`config.mk`:
```
export PLATFORM = sky130hd
export DESIGN_NAME = ifu_fetch_flat
export DESIGN_NICKNAME = d
export VERILOG_FILES = /design/src/rtl/ifu_pkg.sv /design/src/rtl/ifu_fetch_if.sv /design/src/rtl/ifu_fetch_chk.sv /design/src/rtl/ifu_perf_cnt.sv /design/src/rtl/ifu_fetch.sv /design/src/flat_wrapper.sv
export SDC_FILE = /design/constraint.sdc
export NUM_CORES = 1
export LEC_CHECK = 0
export ABC_AREA = 1
export CORE_UTILIZATION = 30
export DETAILED_ROUTE_END_ITERATION = 6
export PLACE_DENSITY = 0.66
export RECOVER_POWER = 25
export SYNTH_ARGS = -nofsm -noshare
export SYNTH_HDL_FRONTEND = slang
export SYNTH_HIERARCHICAL = 1
export SYNTH_SLANG_ARGS = --single-unit
```
`constraint.sdc`:
```
create_clock -name clk -period 1.3 [get_ports clk]
set_input_delay 0.26 -clock clk [delete_from_list [all_inputs] [get_ports clk]]
set_output_delay 0.26 -clock clk [all_outputs]
set_load 0.02 [all_outputs]
```
`src/rtl/ifu_pkg.sv`:
```
// ifu_pkg: shared types and constants for the instruction fetch unit.
// Holds the FSM state encoding, fault causes, reset PC default and the
// NOP encoding that decode uses when it needs a filler instruction.
package ifu_pkg;

    localparam logic [31:0] RESET_PC_DEF = 32'h8000_0000;
    localparam logic [31:0] INST_NOP     = 32'h0000_0013;
    localparam int unsigned TMO_W        = 8;

    typedef enum logic [1:0] {
        S_REQ  = 2'd0,
        S_WAIT = 2'd1,
        S_OUT  = 2'd2,
        S_NEXT = 2'd3
    } state_e;

    typedef enum logic [1:0] {
        FC_NONE     = 2'd0,
        FC_RSP_ERR  = 2'd1,
        FC_TIMEOUT  = 2'd2,
        FC_MISALIGN = 2'd3
    } fault_e;

    // Instruction addresses must be 4-byte aligned.
    function automatic logic is_aligned(input logic [1:0] lsb);
        return (lsb == 2'b00);
    endfunction

endpackage

```
`src/rtl/ifu_fetch_if.sv`:
```
// ifu_fetch_if: bundle of the fetch unit's memory, decode and execute
// handshakes. The master modport is the fetch unit; slave is its environment.
interface ifu_fetch_if #(
    parameter int unsigned ADDR_W = 32,
    parameter int unsigned INST_W = 32
);
    logic              imem_req_valid;
    logic              imem_req_ready;
    logic [ADDR_W-1:0] imem_req_addr;
    logic              imem_rsp_valid;
    logic [INST_W-1:0] imem_rsp_data;
    logic              imem_rsp_err;
    logic              inst_valid;
    logic              inst_ready;
    logic [INST_W-1:0] inst;
    logic [ADDR_W-1:0] inst_pc;
    logic              inst_err;
    logic              dnpc_valid;
    logic [ADDR_W-1:0] dnpc;

    modport master (
        output imem_req_valid, imem_req_addr,
        input  imem_req_ready,
        input  imem_rsp_valid, imem_rsp_data, imem_rsp_err,
        output inst_valid, inst, inst_pc, inst_err,
        input  inst_ready,
        input  dnpc_valid, dnpc
    );

    modport slave (
        input  imem_req_valid, imem_req_addr,
        output imem_req_ready,
        output imem_rsp_valid, imem_rsp_data, imem_rsp_err,
        input  inst_valid, inst, inst_pc, inst_err,
        output inst_ready,
        output dnpc_valid, dnpc
    );
endinterface

```
`src/rtl/ifu_fetch_chk.sv`:
```
// ifu_fetch_chk: protocol checks on the fetch unit's environment and on
// the consistency between the reported fault flag and its internal cause.
module ifu_fetch_chk
    import ifu_pkg::*;
(
    input logic   clk,
    input logic   rst,
    input state_e i_state,
    input logic   i_stale,
    input logic   i_rsp_valid,
    input logic   i_dnpc_valid,
    input logic   i_inst_valid,
    input logic   i_inst_err,
    input fault_e i_cause
);
    // A response that is not a stale leftover is only legal while waiting.
    a_rsp_in_wait : assert property (@(posedge clk) disable iff (rst)
        (i_rsp_valid && !i_stale) |-> (i_state == S_WAIT))
        else $error("ifu_fetch_chk: imem response outside S_WAIT");

    // Execute may only hand over the next PC once the fetch unit asks for it.
    a_dnpc_in_next : assert property (@(posedge clk) disable iff (rst)
        i_dnpc_valid |-> (i_state == S_NEXT))
        else $error("ifu_fetch_chk: dnpc_valid outside S_NEXT");

    // The error flag seen by decode must agree with the recorded fault cause.
    a_err_cause : assert property (@(posedge clk) disable iff (rst)
        i_inst_valid |-> (i_inst_err == (i_cause != FC_NONE)))
        else $error("ifu_fetch_chk: inst_err disagrees with fault cause");
endmodule

```
`src/rtl/ifu_perf_cnt.sv`:
```
// ifu_perf_cnt: 64-bit fetch and stall event counters, wrapping naturally.
module ifu_perf_cnt (
    input  logic        clk,
    input  logic        rst,
    input  logic        i_fetch_evt,
    input  logic        i_stall_evt,
    output logic [63:0] o_fetch_cnt,
    output logic [63:0] o_stall_cnt
);
    logic [63:0] r_fetch_cnt;
    logic [63:0] r_stall_cnt;

    // Count instruction handshakes and memory-bound stall cycles.
    always_ff @(posedge clk) begin
        if (rst) begin
            r_fetch_cnt <= 64'd0;
            r_stall_cnt <= 64'd0;
        end else begin
            if (i_fetch_evt) begin
                r_fetch_cnt <= r_fetch_cnt + 64'd1;
            end
            if (i_stall_evt) begin
                r_stall_cnt <= r_stall_cnt + 64'd1;
            end
        end
    end

    assign o_fetch_cnt = r_fetch_cnt;
    assign o_stall_cnt = r_stall_cnt;
endmodule

```
`src/rtl/ifu_fetch.sv`:
```
// ifu_fetch: non-speculative, single-outstanding instruction fetch unit.
// Requests imem at the PC, forwards the instruction to decode, then waits
// for execute to return the next PC. Faults (memory error, response timeout,
// misaligned next PC) are reported through inst_err with inst forced to 0.
// Optional: define IFU_PERF_EN to add 64-bit fetch/stall counter outputs.
module ifu_fetch
    import ifu_pkg::*;
#(
    parameter int unsigned       ADDR_W   = 32,
    parameter int unsigned       INST_W   = 32,
    parameter logic [ADDR_W-1:0] RESET_PC = ADDR_W'(RESET_PC_DEF),
    parameter int unsigned       TIMEOUT  = 255
) (
    input  logic        clk,
    input  logic        rst,
    ifu_fetch_if.master bus
`ifdef IFU_PERF_EN
    ,
    output logic [63:0] perf_fetch_cnt,
    output logic [63:0] perf_stall_cnt
`endif
);
    localparam logic [TMO_W-1:0] TMO_MAX = TMO_W'(TIMEOUT);

    state_e            r_state;
    state_e            w_state_nxt;
    logic [ADDR_W-1:0] r_pc;
    logic [ADDR_W-1:0] w_pc_nxt;
    logic [INST_W-1:0] r_inst;
    logic [INST_W-1:0] w_inst_nxt;
    logic              r_err;
    logic              w_err_nxt;
    logic              r_inst_valid;
    logic              w_inst_valid_nxt;
    logic              r_req_valid;
    logic              w_req_valid_nxt;
    logic              r_stale;
    logic              w_stale_nxt;
    logic [TMO_W-1:0]  r_tmo_cnt;
    logic [TMO_W-1:0]  w_tmo_cnt_nxt;
    fault_e            r_cause;
    fault_e            w_cause_nxt;

    logic w_req_hs;
    logic w_inst_hs;
    logic w_rsp_take;
    logic w_rsp_stale;
    logic w_tmo_hit;
    logic w_dnpc_take;
    logic w_dnpc_ok;

    assign w_req_hs    = r_req_valid & bus.imem_req_ready;
    assign w_inst_hs   = r_inst_valid & bus.inst_ready;
    assign w_rsp_stale = bus.imem_rsp_valid & r_stale;
    assign w_rsp_take  = bus.imem_rsp_valid & ~r_stale & (r_state == S_WAIT);
    // A response arriving on the timeout cycle wins over the fault.
    assign w_tmo_hit   = (r_state == S_WAIT) & ~bus.imem_rsp_valid & (r_tmo_cnt == TMO_MAX);
    assign w_dnpc_take = (r_state == S_NEXT) & bus.dnpc_valid;
    assign w_dnpc_ok   = is_aligned(bus.dnpc[1:0]);

    // State register.
    always_ff @(posedge clk) begin
        if (rst) begin
            r_state <= S_REQ;
        end else begin
            r_state <= w_state_nxt;
        end
    end

    // Next-state selection.
    always_comb begin
        w_state_nxt = r_state;
        case (r_state)
            S_REQ: begin
                if (w_req_hs) w_state_nxt = S_WAIT;
                else          w_state_nxt = S_REQ;
            end
            S_WAIT: begin
                if (w_rsp_take || w_tmo_hit) w_state_nxt = S_OUT;
                else                         w_state_nxt = S_WAIT;
            end
            S_OUT: begin
                if (w_inst_hs) w_state_nxt = S_NEXT;
                else           w_state_nxt = S_OUT;
            end
            S_NEXT: begin
                if (w_dnpc_take) w_state_nxt = w_dnpc_ok ? S_REQ : S_OUT;
                else             w_state_nxt = S_NEXT;
            end
            default: w_state_nxt = S_REQ;
        endcase
    end

    // Next values of the registered outputs, PC, timeout counter and stale flag.
    always_comb begin
        w_pc_nxt      = r_pc;
        w_inst_nxt    = r_inst;
        w_err_nxt     = r_err;
        w_cause_nxt   = r_cause;
        w_tmo_cnt_nxt = r_tmo_cnt;
        w_stale_nxt   = r_stale;

        // A timed-out request leaves one response owed by memory; swallow it.
        if (w_tmo_hit) begin
            w_stale_nxt = 1'b1;
        end else if (w_rsp_stale) begin
            w_stale_nxt = 1'b0;
        end else begin
            w_stale_nxt = r_stale;
        end

        if (w_req_hs) begin
            w_tmo_cnt_nxt = {TMO_W{1'b0}};
        end else if ((r_state == S_WAIT) && !w_rsp_take && !w_tmo_hit) begin
            w_tmo_cnt_nxt = r_tmo_cnt + {{(TMO_W-1){1'b0}}, 1'b1};
        end else begin
            w_tmo_cnt_nxt = r_tmo_cnt;
        end

        if (w_rsp_take) begin
            w_inst_nxt  = bus.imem_rsp_data;
            w_err_nxt   = bus.imem_rsp_err;
            w_cause_nxt = bus.imem_rsp_err ? FC_RSP_ERR : FC_NONE;
        end else if (w_tmo_hit) begin
            w_inst_nxt  = {INST_W{1'b0}};
            w_err_nxt   = 1'b1;
            w_cause_nxt = FC_TIMEOUT;
        end else if (w_dnpc_take && !w_dnpc_ok) begin
            w_inst_nxt  = {INST_W{1'b0}};
            w_err_nxt   = 1'b1;
            w_cause_nxt = FC_MISALIGN;
        end else begin
            w_inst_nxt  = r_inst;
            w_err_nxt   = r_err;
            w_cause_nxt = r_cause;
        end

        if (w_dnpc_take) begin
            w_pc_nxt = bus.dnpc;
        end else begin
            w_pc_nxt = r_pc;
        end

        // Valids are registered from the next state so they line up with it.
        w_req_valid_nxt  = (w_state_nxt == S_REQ) & ~w_stale_nxt;
        w_inst_valid_nxt = (w_state_nxt == S_OUT);
    end

    // Datapath and output registers.
    always_ff @(posedge clk) begin
        if (rst) begin
            r_pc         <= RESET_PC;
            r_inst       <= {INST_W{1'b0}};
            r_err        <= 1'b0;
            r_cause      <= FC_NONE;
            r_tmo_cnt    <= {TMO_W{1'b0}};
            r_stale      <= 1'b0;
            r_req_valid  <= 1'b0;
            r_inst_valid <= 1'b0;
        end else begin
            r_pc         <= w_pc_nxt;
            r_inst       <= w_inst_nxt;
            r_err        <= w_err_nxt;
            r_cause      <= w_cause_nxt;
            r_tmo_cnt    <= w_tmo_cnt_nxt;
            r_stale      <= w_stale_nxt;
            r_req_valid  <= w_req_valid_nxt;
            r_inst_valid <= w_inst_valid_nxt;
        end
    end

    assign bus.imem_req_valid = r_req_valid;
    assign bus.imem_req_addr  = r_pc;
    assign bus.inst_valid     = r_inst_valid;
    assign bus.inst           = r_inst;
    assign bus.inst_pc        = r_pc;
    assign bus.inst_err       = r_err;

`ifdef IFU_PERF_EN
    logic w_stall_evt;
    assign w_stall_evt = (r_state == S_REQ) | (r_state == S_WAIT);

    ifu_perf_cnt u_perf (
        .clk         (clk),
        .rst         (rst),
        .i_fetch_evt (w_inst_hs),
        .i_stall_evt (w_stall_evt),
        .o_fetch_cnt (perf_fetch_cnt),
        .o_stall_cnt (perf_stall_cnt)
    );
`else
    // Without IFU_PERF_EN no event counters are built.
`endif

    ifu_fetch_chk u_chk (
        .clk          (clk),
        .rst          (rst),
        .i_state      (r_state),
        .i_stale      (r_stale),
        .i_rsp_valid  (bus.imem_rsp_valid),
        .i_dnpc_valid (bus.dnpc_valid),
        .i_inst_valid (r_inst_valid),
        .i_inst_err   (r_err),
        .i_cause      (r_cause)
    );
endmodule

```
`src/flat_wrapper.sv`:
```
// flat-port wrapper written by rule: the top's interface ports become plain ports
module ifu_fetch_flat import ifu_pkg::*;
#(
    parameter int unsigned       ADDR_W   = 32,
    parameter int unsigned       INST_W   = 32,
    parameter logic [ADDR_W-1:0] RESET_PC = ADDR_W'(RESET_PC_DEF),
    parameter int unsigned       TIMEOUT  = 255
)
  (clk, rst, bus_imem_req_valid, bus_imem_req_addr, bus_imem_req_ready, bus_imem_rsp_valid, bus_imem_rsp_data, bus_imem_rsp_err, bus_inst_valid, bus_inst, bus_inst_pc, bus_inst_err, bus_inst_ready, bus_dnpc_valid, bus_dnpc);
  ifu_fetch_if #(.ADDR_W(ADDR_W), .INST_W(INST_W)) bus_i ();
  input  logic clk;
  input  logic rst;
  output wire logic [$bits(bus_i.imem_req_valid)-1:0] bus_imem_req_valid;
  output wire logic [$bits(bus_i.imem_req_addr)-1:0] bus_imem_req_addr;
  input wire logic [$bits(bus_i.imem_req_ready)-1:0] bus_imem_req_ready;
  input wire logic [$bits(bus_i.imem_rsp_valid)-1:0] bus_imem_rsp_valid;
  input wire logic [$bits(bus_i.imem_rsp_data)-1:0] bus_imem_rsp_data;
  input wire logic [$bits(bus_i.imem_rsp_err)-1:0] bus_imem_rsp_err;
  output wire logic [$bits(bus_i.inst_valid)-1:0] bus_inst_valid;
  output wire logic [$bits(bus_i.inst)-1:0] bus_inst;
  output wire logic [$bits(bus_i.inst_pc)-1:0] bus_inst_pc;
  output wire logic [$bits(bus_i.inst_err)-1:0] bus_inst_err;
  input wire logic [$bits(bus_i.inst_ready)-1:0] bus_inst_ready;
  input wire logic [$bits(bus_i.dnpc_valid)-1:0] bus_dnpc_valid;
  input wire logic [$bits(bus_i.dnpc)-1:0] bus_dnpc;
  assign bus_imem_req_valid = bus_i.imem_req_valid;
  assign bus_imem_req_addr = bus_i.imem_req_addr;
  assign bus_i.imem_req_ready = bus_imem_req_ready;
  assign bus_i.imem_rsp_valid = bus_imem_rsp_valid;
  assign bus_i.imem_rsp_data = bus_imem_rsp_data;
  assign bus_i.imem_rsp_err = bus_imem_rsp_err;
  assign bus_inst_valid = bus_i.inst_valid;
  assign bus_inst = bus_i.inst;
  assign bus_inst_pc = bus_i.inst_pc;
  assign bus_inst_err = bus_i.inst_err;
  assign bus_i.inst_ready = bus_inst_ready;
  assign bus_i.dnpc_valid = bus_dnpc_valid;
  assign bus_i.dnpc = bus_dnpc;
  ifu_fetch #(.ADDR_W(ADDR_W), .INST_W(INST_W), .RESET_PC(RESET_PC), .TIMEOUT(TIMEOUT)) u_core (.clk(clk), .rst(rst), .bus(bus_i));
endmodule
```
==> results.py, run 1 <==
metrics = {
    "outcome": {
        "status": "finished with violations",
        "violations": "negative setup slack",
    },
    "place": {
        "place_hpwl_microns": 7130,
        "port_buffers": 169,
        "placed_cells": 698,
        "place_area_sq_mm": 0.00510,
        "gp_congestion": 0.754,
    },
    "drt": {
        "dr_wl_met2_microns": 5050,
        "wl_met1_microns": 4310,
        "met3WireLength_microns": 714,
        "vias_per_cell": 4.70,
        "routed_wl_microns": 10300,
        "detailedRoute.firstPassIterationCount": 4,
        "routed.top_layer": "met4",
        "postRouteAntennaNets": 0,
        "drt_iter0_markers": 169,
        "drc_errors": 0,
        "routedWlPerCell_microns": 14.3,
        "dr_total_vias": 3381,
    },
    "timing": {
        "slew_violations": 0,
        "layout_worst_path_cycle_share_pct": 103,
        "fin_ws_ns": -0.0434,
        "fin_hold_ws_ns": 0.468,
        "setup_viol": 16,
        "hold_viol": 0,
        "max_freq_mhz": 744,
        "grt_setup_unrepaired": "yes",
        "worst_pin_slew_ns": 0.363,
        "period_needed_ns": 1.34,
        "slew-limit-headroom_pct": 75.8,
        "clock-skew-final_ns": 0.0104,
    },
    "floorplan": {
        "die_w_microns": 107,
        "rows": 37,
        "start_util_pct": 31.4,
        "die_h_microns": 107,
        "top_level_ports": 170,
        "dieArea_sq_mm": 0.0114,
        "core_area_sq_mm": 0.0105,
    },
    "clock_tree": {
        "cts_sinks": 78,
        "cts_tree": "built",
        "root_buffer": "clkbuf_8",
        "numCtsBuffers": 9,
        "clk_pin_slew_ns": 0.09,
        "insertion_delay_ns": 0.35,
        "clockBufferDepth": 2,
        "cts_max_level": 3,
    },
    "finish": {
        "final_cell_mix": "70 x clkdlybuf4s50_1, 70 x dfxtp_1, 61 x nor2_1, 52 x nand2_1, 36 x a21oi_1",
        "fin_cells": 719,
        "drive_above_1_share_pct": 27.6,
        "stdcell_area_sq_mm": 0.00521,
        "area_growth_pct": 58.6,
        "num-fill-cells": 1048,
        "final_core_util_pct": 49.8,
        "fin_nets": 651,
        "antenna_cells": 0,
    },
    "worst_setup_path": {
        "cp-end-kind": "flip-flop",
        "slowest_delay_ns": 0.36,
        "crit_required_ns": 1.55,
        "cp_slowest_cell": "dfxtp_2",
        "startpoint_type": "flip-flop",
        "arrival_ns": 1.59,
        "path_max_fanout": 6,
        "r2r_slack_ns": -0.04,
        "critPathKind": "flip-flop to flip-flop",
        "path_cells": "ha_4, nand3_4, nor2_4, nand2_4, buf_12, buf_16, nand4_1, a21oi_2",
    },
    "global_route": {
        "grt_max_degree": 34,
        "grt_pass1_vias": 3354,
        "grt-ovfl-total": 0,
        "grt_usage_pct": 17.6,
        "grt_pass1_wl_microns": 15900,
        "antenna_found_initial": 0,
    },
    "synthesis": {
        "syn_nets": 491,
        "syn_inst": 419,
        "synth_enable_flop_cells": 0,
        "synth_seq_area_share_pct": 47.5,
        "synth_cell_types": 27,
        "ys_warn_count": 6,
        "async_flop_share_pct": 0,
        "synth_area_sq_mm": 0.00329,
        "synth_seq_cells": 78,
        "synth_area_per_cell_sq_um": 7.84,
        "synthFlopType": "dfxtp_1",
    },
    "pwr": {
        "power_density_mw_per_mm2": 932,
        "ir_drop_mv": 0.389,
        "p_leak_nw": 2.15,
    },
    "min_path": {
        "hp-class": "primary input to flip-flop",
    },
    "job": {
        "maxCapViolations": 0,
    },
}
-- synthesized netlist by cell type (2+ instances only) --
library cell  instances  area (sq um)
inv_1                14          52.6
a21oi_1              43           215
nor2_1               63           236
o21ai_0              34           170
clkbuf_1             13          48.8
buf_2                12          60.1
nor2_4                3          33.8
buf_4                32           240
nand3_1              13          65.1
nand2_2               3          18.8
dfxtp_1              78          1560
nand2_1              60           225
xnor2_1               2          17.5
inv_2                 3          11.3
nand4_1              34           213
-- stage by stage --
stage                     total power, mW  TNS [ns]  setup slack (ns)
after floorplan                      2.73         0            0.0282
after global placement               3.10    -19.23            -0.303
after detailed placement             3.11    -20.07            -0.334
after CTS                            4.89   -0.0634           -0.0146
after global routing                 5.06     -1.98           -0.0843
final                                4.86    -0.339           -0.0434
-- final cells by class --
class	instances	area (sq um)	share of cell area (%)
timing repair buffer	206	1780	34.2
multi-input combinational	267	1430	27.5
tap	136	170	3.27
inverter	17	63.8	1.22
sequential	78	1570	30.2
clock inverter	6	63.8	1.22
clock buffer	9	124	2.38
-- logic make-up after synthesis --
logic type | Yosys count | share of synthesized area (%)
DFF | 78 | 47.5
adders and majority gates | 1 | 0.381
and+or+nand+nor | 181 | 25.7
AOI/OAI and AO/OA | 81 | 12.6
xor gates and xnor gates | 3 | 0.800
buffers and inverters | 75 | 12.9
-- layer usage --
metal  global-route usage (%)  up-vias
met1                     20.7     1569
met3                     5.23       16
met4                     7.73        0
met5                        0        -
li1                         -     1682
met2                     29.6      114
-- sequential cells by signal, summed over array words and instances (netlist names) --
register,cells
u_core/bus.inst_valid,1
u_core/bus.inst_err,1
u_core/r_state,2
u_core/r_stale,1
u_core/bus.inst,32
u_core/bus.imem_req_addr,32
u_core/r_tmo_cnt,8
u_core/bus.imem_req_valid,1
-- worst max-delay path, delay by kind of cell, from the launching register on --
| kind | cells | cell delay [ns] |
|---|---|---|
| AND/OR/NAND/NOR | 4 | 0.40 |
| flip-flops | 1 | 0.36 |
| buffers and inverters | 2 | 0.26 |
| adder cells (fa/ha/maj) | 1 | 0.15 |
| AO/OA/AOI/OAI | 1 | 0.06 |
-- power by group --
part	switching [mW]	internal, mW	leakage, nW	total, mW
Clock	0.933	0.873	0.0911	1.81
Sequential	0.0308	2.43	0.634	2.46
Combinational	0.266	0.319	1.42	0.585
Total	1.23	3.63	2.15	4.86
-- final timing paths --
path | startpoint | to | depth (start not counted)
worst min-delay path | bus_imem_rsp_data[21] | u_core/bus.inst[21]$_SDFFE_PP0P_ | 3
worst min register to register | u_core/bus.inst[6]$_SDFFE_PP0P_ | u_core/bus.inst[6]$_SDFFE_PP0P_ | 2
worst max-delay path | u_core/r_tmo_cnt[1]$_SDFFE_PP0P_ | u_core/bus.inst[26]$_SDFFE_PP0P_ | 8
worst max register to register | u_core/r_tmo_cnt[1]$_SDFFE_PP0P_ | u_core/bus.inst[26]$_SDFFE_PP0P_ | 8
-- timing repair --
item / in CTS / in global routing
setup endpoints to repair: 130 / 144
buffers inserted: 0 / 3
cloned: 2 / 1
pin swaps: 8 / 10
hold buffers: 0 / 0
gates resized for setup: 263 / 95
Note: power is estimated with default switching activity, not from simulation.
==> run 2: changes to the inputs <==
- CORE_UTILIZATION: 30 -> 36
- HOLD_SLACK_MARGIN: not set -> 0.12
- PLACE_DENSITY: 0.66 -> 0.77
==> results.py, run 2 (synthesized netlist as in run 1, its figures left out) <==
metrics = {
    "outcome": {
        "status": "finished with violations",
        "violations": "negative setup slack",
    },
    "finish": {
        "final_cell_mix": "75 x dfxtp_1, 70 x clkdlybuf4s50_1, 61 x nor2_1, 54 x nand2_1, 35 x a21oi_1",
        "fin_nets": 651,
        "stdcell_area_sq_mm": 0.00521,
        "area_growth_pct": 58.5,
        "fin_cells": 692,
        "antenna_cells": 0,
        "drive_above_1_share_pct": 26.9,
        "layout_commonest_cell": "dfxtp_1",
    },
    "clock_tree": {
        "numCtsBuffers": 9,
        "clk_pin_slew_ns": 0.09,
        "insertion_delay_ns": 0.35,
        "clockBufferDepth": 2,
        "root_buffer": "clkbuf_8",
        "cts.hold.buffers_added": 0,
        "cts_max_level": 3,
        "cts_tree": "built",
        "cts_sinks": 78,
    },
    "global_route": {
        "grt_max_degree": 34,
        "grt_pass1_wl_microns": 15800,
        "grt-ovfl-total": 0,
        "grt_usage_pct": 20.4,
        "grt_pass1_vias": 3367,
        "antenna_found_initial": 0,
    },
    "timing": {
        "worst_pin_slew_ns": 0.399,
        "setup_viol": 8,
        "max_freq_mhz": 751,
        "fin_ws_ns": -0.0309,
        "period_needed_ns": 1.33,
        "layout_worst_path_cycle_share_pct": 102,
        "hold_viol": 0,
        "clock-skew-final_ns": 0.0101,
        "grt_setup_unrepaired": "yes",
        "slew_violations": 0,
        "slew-limit-headroom_pct": 73.3,
    },
    "floorplan": {
        "die_h_microns": 97.5,
        "rows": 34,
        "top_level_ports": 170,
        "start_util_pct": 37.5,
        "dieArea_sq_mm": 0.00951,
        "die_w_microns": 97.5,
        "core_area_sq_mm": 0.00876,
    },
    "drt": {
        "drc_errors": 0,
        "drt_iter0_markers": 134,
        "routedWlPerCell_microns": 14.8,
        "detailedRoute.firstPassIterationCount": 4,
        "dr_total_vias": 3443,
        "routed_wl_microns": 10200,
        "postRouteAntennaNets": 0,
        "vias_per_cell": 4.98,
    },
    "job": {
        "maxCapViolations": 0,
    },
    "worst_setup_path": {
        "path_cells": "ha_4, nand3_4, nor2_4, nand2_4, buf_4, nand4_1, a21oi_1",
        "worst-path-stages": 7,
        "cp_slowest_cell": "dfxtp_2",
        "path_max_fanout": 13,
        "crit_path_end": "u_core/bus.inst[31]$_SDFFE_PP0P_",
        "startpoint_type": "flip-flop",
        "path_buf_inv": 1,
        "critPathKind": "flip-flop to flip-flop",
        "rr_startpoint": "u_core/r_tmo_cnt[0]$_SDFFE_PP0P_",
        "r2r_cells": 7,
        "rr_endpoint": "u_core/bus.inst[31]$_SDFFE_PP0P_",
        "slowest_delay_ns": 0.36,
        "r2r_slack_ns": -0.03,
        "crit_required_ns": 1.53,
        "cp-end-kind": "flip-flop",
        "crit_family": "simple AND/OR/NAND/NOR gates",
        "crit_start": "u_core/r_tmo_cnt[0]$_SDFFE_PP0P_",
        "arrival_ns": 1.56,
    },
    "place": {
        "place_area_sq_mm": 0.00507,
        "place_hpwl_microns": 7090,
        "pre_cts_ws_ns": -0.346,
        "gp_congestion": 0.763,
        "placed_cells": 671,
        "port_buffers": 169,
    },
    "pwr": {
        "ir_drop_mv": 0.479,
        "power_density_mw_per_mm2": 1020,
        "p_leak_nw": 2.15,
    },
    "min_path": {
        "worstHoldStart": "bus_imem_rsp_data[2]",
        "hp-class": "primary input to flip-flop",
    },
}
-- run 2: changes by cell type in the layout (fill, tap and decap cells not counted), sizes merged --
cell | previous run | this run
clkinv | 3 | 1
clkbuf | 48 | 66
clkdlybuf4s15 | 37 | 38
clkinvlp | 2 | 1
buf | 60 | 42
inv | 17 | 18
bufinv | 1 | 3
-- run 2: worst min-delay path by stage --
stage	to	slack, ns	cells after the start
2_1_floorplan	u_core/bus.imem_req_addr[31]$_SDFFE_PP1P_	0.39	2
3_3_place_gp	u_core/bus.inst_err$_SDFFE_PP0P_	0.47	2
3_5_place_dp	u_core/bus.inst_err$_SDFFE_PP0P_	0.46	2
4_1_cts	u_core/bus.inst[2]$_SDFFE_PP0P_	0.44	3
5_1_grt	u_core/bus.inst[9]$_SDFFE_PP0P_	0.46	3
6_report	u_core/bus.inst[2]$_SDFFE_PP0P_	0.46	3
-- run 2: power breakdown --
group | leakage [nW] | internal [mW] | total [mW] | switching, mW
combinational | 1.39 | 0.319 | 0.589 | 0.269
clock | 0.125 | 1.34 | 2.26 | 0.917
sequential | 0.631 | 2.43 | 2.46 | 0.0313
-- run 2: cell type report --
cell class / instances / area [sq um]
fillers: 800 / 3560
clock buffers: 10 / 138
clock inverters: 6 / 118
inverters: 17 / 66.3
flip-flops and latches: 78 / 1570
multi-input cells: 267 / 1440
repair buffers: 206 / 1740
well taps: 108 / 135
-- run 2: metal layers --
layer  vias to the layer above  track usage [%]  part of all wire, %
met3                        14             3.67                  4.5
met1                      1626             23.4                   41
met2                       119             36.8                   53
met4                         0             8.37                  1.7
li1                       1684                -                    -
met5                         -                0                    0
-- run 2: per-stage QoR --
| step | TNS, ns | hold WS [ns] | total power [mW] | utilization, % |
|---|---|---|---|---|
| after floorplan | 0 | 0.386 | 2.73 | - |
| after global placement | -20.70 | 0.466 | 3.10 | 57.9 |
| after detailed placement | -22.04 | 0.461 | 3.11 | 57.9 |
| after CTS | 0 | 0.440 | 5.35 | 61.8 |
| after global routing | -1.52 | 0.460 | 5.50 | 59.4 |
| final | -0.117 | 0.465 | 5.31 | 59.4 |
-- run 2: tightest hold or removal path, stage by stage --
cell and delay, ns:
clkdlybuf4s50_1 0.39, nand2_1 0.06, a21oi_1 0.05
-- run 2: what timing repair did --
action	CTS	global route
pin swaps	3	12
buffers inserted	2	2
gates resized for setup	236	95
cloned	0	1
setup endpoints to repair	140	117
==> run 3: changes to the inputs <==
- CORE_ASPECT_RATIO: not set -> 0.6
==> results.py, run 3 (synthesized netlist as in run 1, its figures left out) <==
metrics = {
    "pwr": {
        "p_leak_nw": 2.28,
        "ir_drop_mv": 0.783,
        "power_mw": 5.97,
        "power_density_mw_per_mm2": 1100,
    },
    "finish": {
        "antenna_cells": 0,
        "final_cell_mix": "75 x dfxtp_1, 70 x clkdlybuf4s50_1, 62 x nor2_1, 59 x nand2_1, 51 x clkdlybuf4s15_1",
        "fin_cells": 691,
        "num-fill-cells": 741,
        "fin_nets": 646,
        "layout_commonest_cell": "dfxtp_1",
        "drive_above_1_share_pct": 16.8,
        "final_core_util_pct": 62.7,
        "area_growth_pct": 65.8,
    },
    "outcome": {
        "violations": "design-rule violations, negative setup slack",
        "status": "finished with violations",
    },
    "clock_tree": {
        "cts_max_level": 3,
        "cts_tree": "built",
        "root_buffer": "clkbuf_16",
        "clk_pin_slew_ns": 0.06,
        "cts_sinks": 78,
        "insertion_delay_ns": 0.34,
        "clockBufferDepth": 2,
        "numCtsBuffers": 9,
        "cts.hold.buffers_added": 0,
    },
    "floorplan": {
        "die_w_microns": 125,
        "dieArea_sq_mm": 0.00953,
        "start_util_pct": 37.8,
        "top_level_ports": 170,
        "rows": 26,
        "die_h_microns": 76,
        "core_area_sq_mm": 0.00869,
    },
    "worst_setup_path": {
        "crit_required_ns": 1.56,
        "crit_top_cell": "nand3_4",
        "startpoint_type": "flip-flop",
        "slowest_delay_ns": 0.35,
        "cp_slowest_cell": "dfxtp_2",
        "r2r_slack_ns": -0.04,
        "cp-end-kind": "flip-flop",
        "arrival_ns": 1.60,
        "path_cells": "ha_4, nand3_4, nor2_4, nand2_4, buf_12, nand2_8, nand3_4, nor3_2",
        "path_max_fanout": 7,
        "critPathKind": "flip-flop to flip-flop",
    },
    "global_route": {
        "grt-ovfl-total": 0,
        "grt_usage_pct": 20.7,
        "grt_max_degree": 35,
        "antenna_found_initial": 0,
        "grt_pass1_wl_microns": 15800,
        "grt_pass1_vias": 3302,
    },
    "drt": {
        "postRouteAntennaNets": 0,
        "routedWlPerCell_microns": 14.3,
        "vias_per_cell": 4.95,
        "routed_wl_microns": 9860,
        "detailedRoute.firstPassIterationCount": 7,
        "dr_total_vias": 3419,
        "drt_iter0_markers": 204,
        "drc_errors": 2,
    },
    "timing": {
        "period_needed_ns": 1.34,
        "setup_viol": 12,
        "slew_violations": 0,
        "grt_setup_unrepaired": "yes",
        "hold_viol": 0,
        "fin_hold_ws_ns": 0.478,
        "max_freq_mhz": 747,
        "layout_worst_path_cycle_share_pct": 103,
        "slew-limit-headroom_pct": 78.7,
        "worst_pin_slew_ns": 0.320,
        "fin_ws_ns": -0.0386,
        "clock-skew-final_ns": 0.00586,
    },
    "place": {
        "pre_cts_ws_ns": -0.350,
        "port_buffers": 169,
        "place_hpwl_microns": 6970,
        "gp_congestion": 0.786,
        "placed_cells": 672,
    },
    "min_path": {
        "hp-class": "flip-flop to flip-flop",
    },
    "job": {
        "maxCapViolations": 0,
    },
}
[run 3: cell types whose count changed in the layout (fill, tap and decap cells not counted), moves of 3 or more]
cell / delta
clkdlybuf4s15_1: +44
clkdlybuf4s15_2: -24
clkbuf_2: -21
dlygate4sd2_1: +14
clkbuf_16: +10
clkbuf_8: -9
buf_4: -8
clkbuf_1: -7
buf_2: -6
nand2_1: +5
buf_12: +3
buf_6: -3
nand2_2: -3
[run 3: final timing paths]
check                              startpoint  cells after the start                              endpoint
max          u_core/r_tmo_cnt[1]$_SDFFE_PP0P_                      8  u_core/bus.imem_req_valid$_SDFF_PP0_
min           u_core/bus.inst[3]$_SDFFE_PP0P_                      2       u_core/bus.inst[3]$_SDFFE_PP0P_
max reg2reg  u_core/r_tmo_cnt[1]$_SDFFE_PP0P_                      8  u_core/bus.imem_req_valid$_SDFF_PP0_
min reg2reg   u_core/bus.inst[3]$_SDFFE_PP0P_                      2       u_core/bus.inst[3]$_SDFFE_PP0P_
[run 3: area by class of cell]
cell class                      instances  area [sq um]  area share, %
Clock buffer                           11           243           4.46
Timing Repair Buffer                  201          1900           34.8
Tap cell                              112           140           2.57
Clock inverter                          5           106           1.95
Sequential cell                        78          1570           28.7
Inverter                               17          63.8           1.17
Multi-Input combinational cell        267          1430           26.3
[run 3: critical path: cells and delay by family, from the launching register on]
| family | cells | cell delay, ns |
|---|---|---|
| adder cells (fa/ha/maj) | 1 | 0.15 |
| buffers and inverters | 1 | 0.16 |
| flip-flops | 1 | 0.35 |
| AND/OR/NAND/NOR | 6 | 0.60 |
[run 3: repair_timing]
| item | in CTS | in global routing |
|---|---|---|
| pin swaps | 3 | 10 |
| setup endpoints to repair | 143 | 146 |
| resized for setup | 145 | 101 |
| setup buffers | 1 | 0 |
| hold endpoints to repair | 0 | 0 |
| gates cloned | 0 | 2 |
[run 3: layer usage]
layer	track usage [%]	wire length (microns)	vias up
met3	5.69	653	13
li1	-	-	1677
met2	35.0	4840	125
met5	0	0	-
met4	8.66	161	0
met1	24.8	4200	1604
[run 3: metrics by stage]
| stage | TNS (ns) | area [sq um] |
|---|---|---|
| CTS | -0.00341 | 5410 |
| global route | -3.31 | 5450 |
| finish | -0.159 | 5450 |
| floorplan | 0 | 3310 |
| detailed placement | -21.81 | 5100 |
| global placement | -19.56 | 5100 |
[run 3: report_power, final]
part           switching [mW]  internal, mW  total, mW
Sequential             0.0309          2.44       2.47
Combinational           0.265         0.335      0.600
Clock                   0.972          1.93       2.90
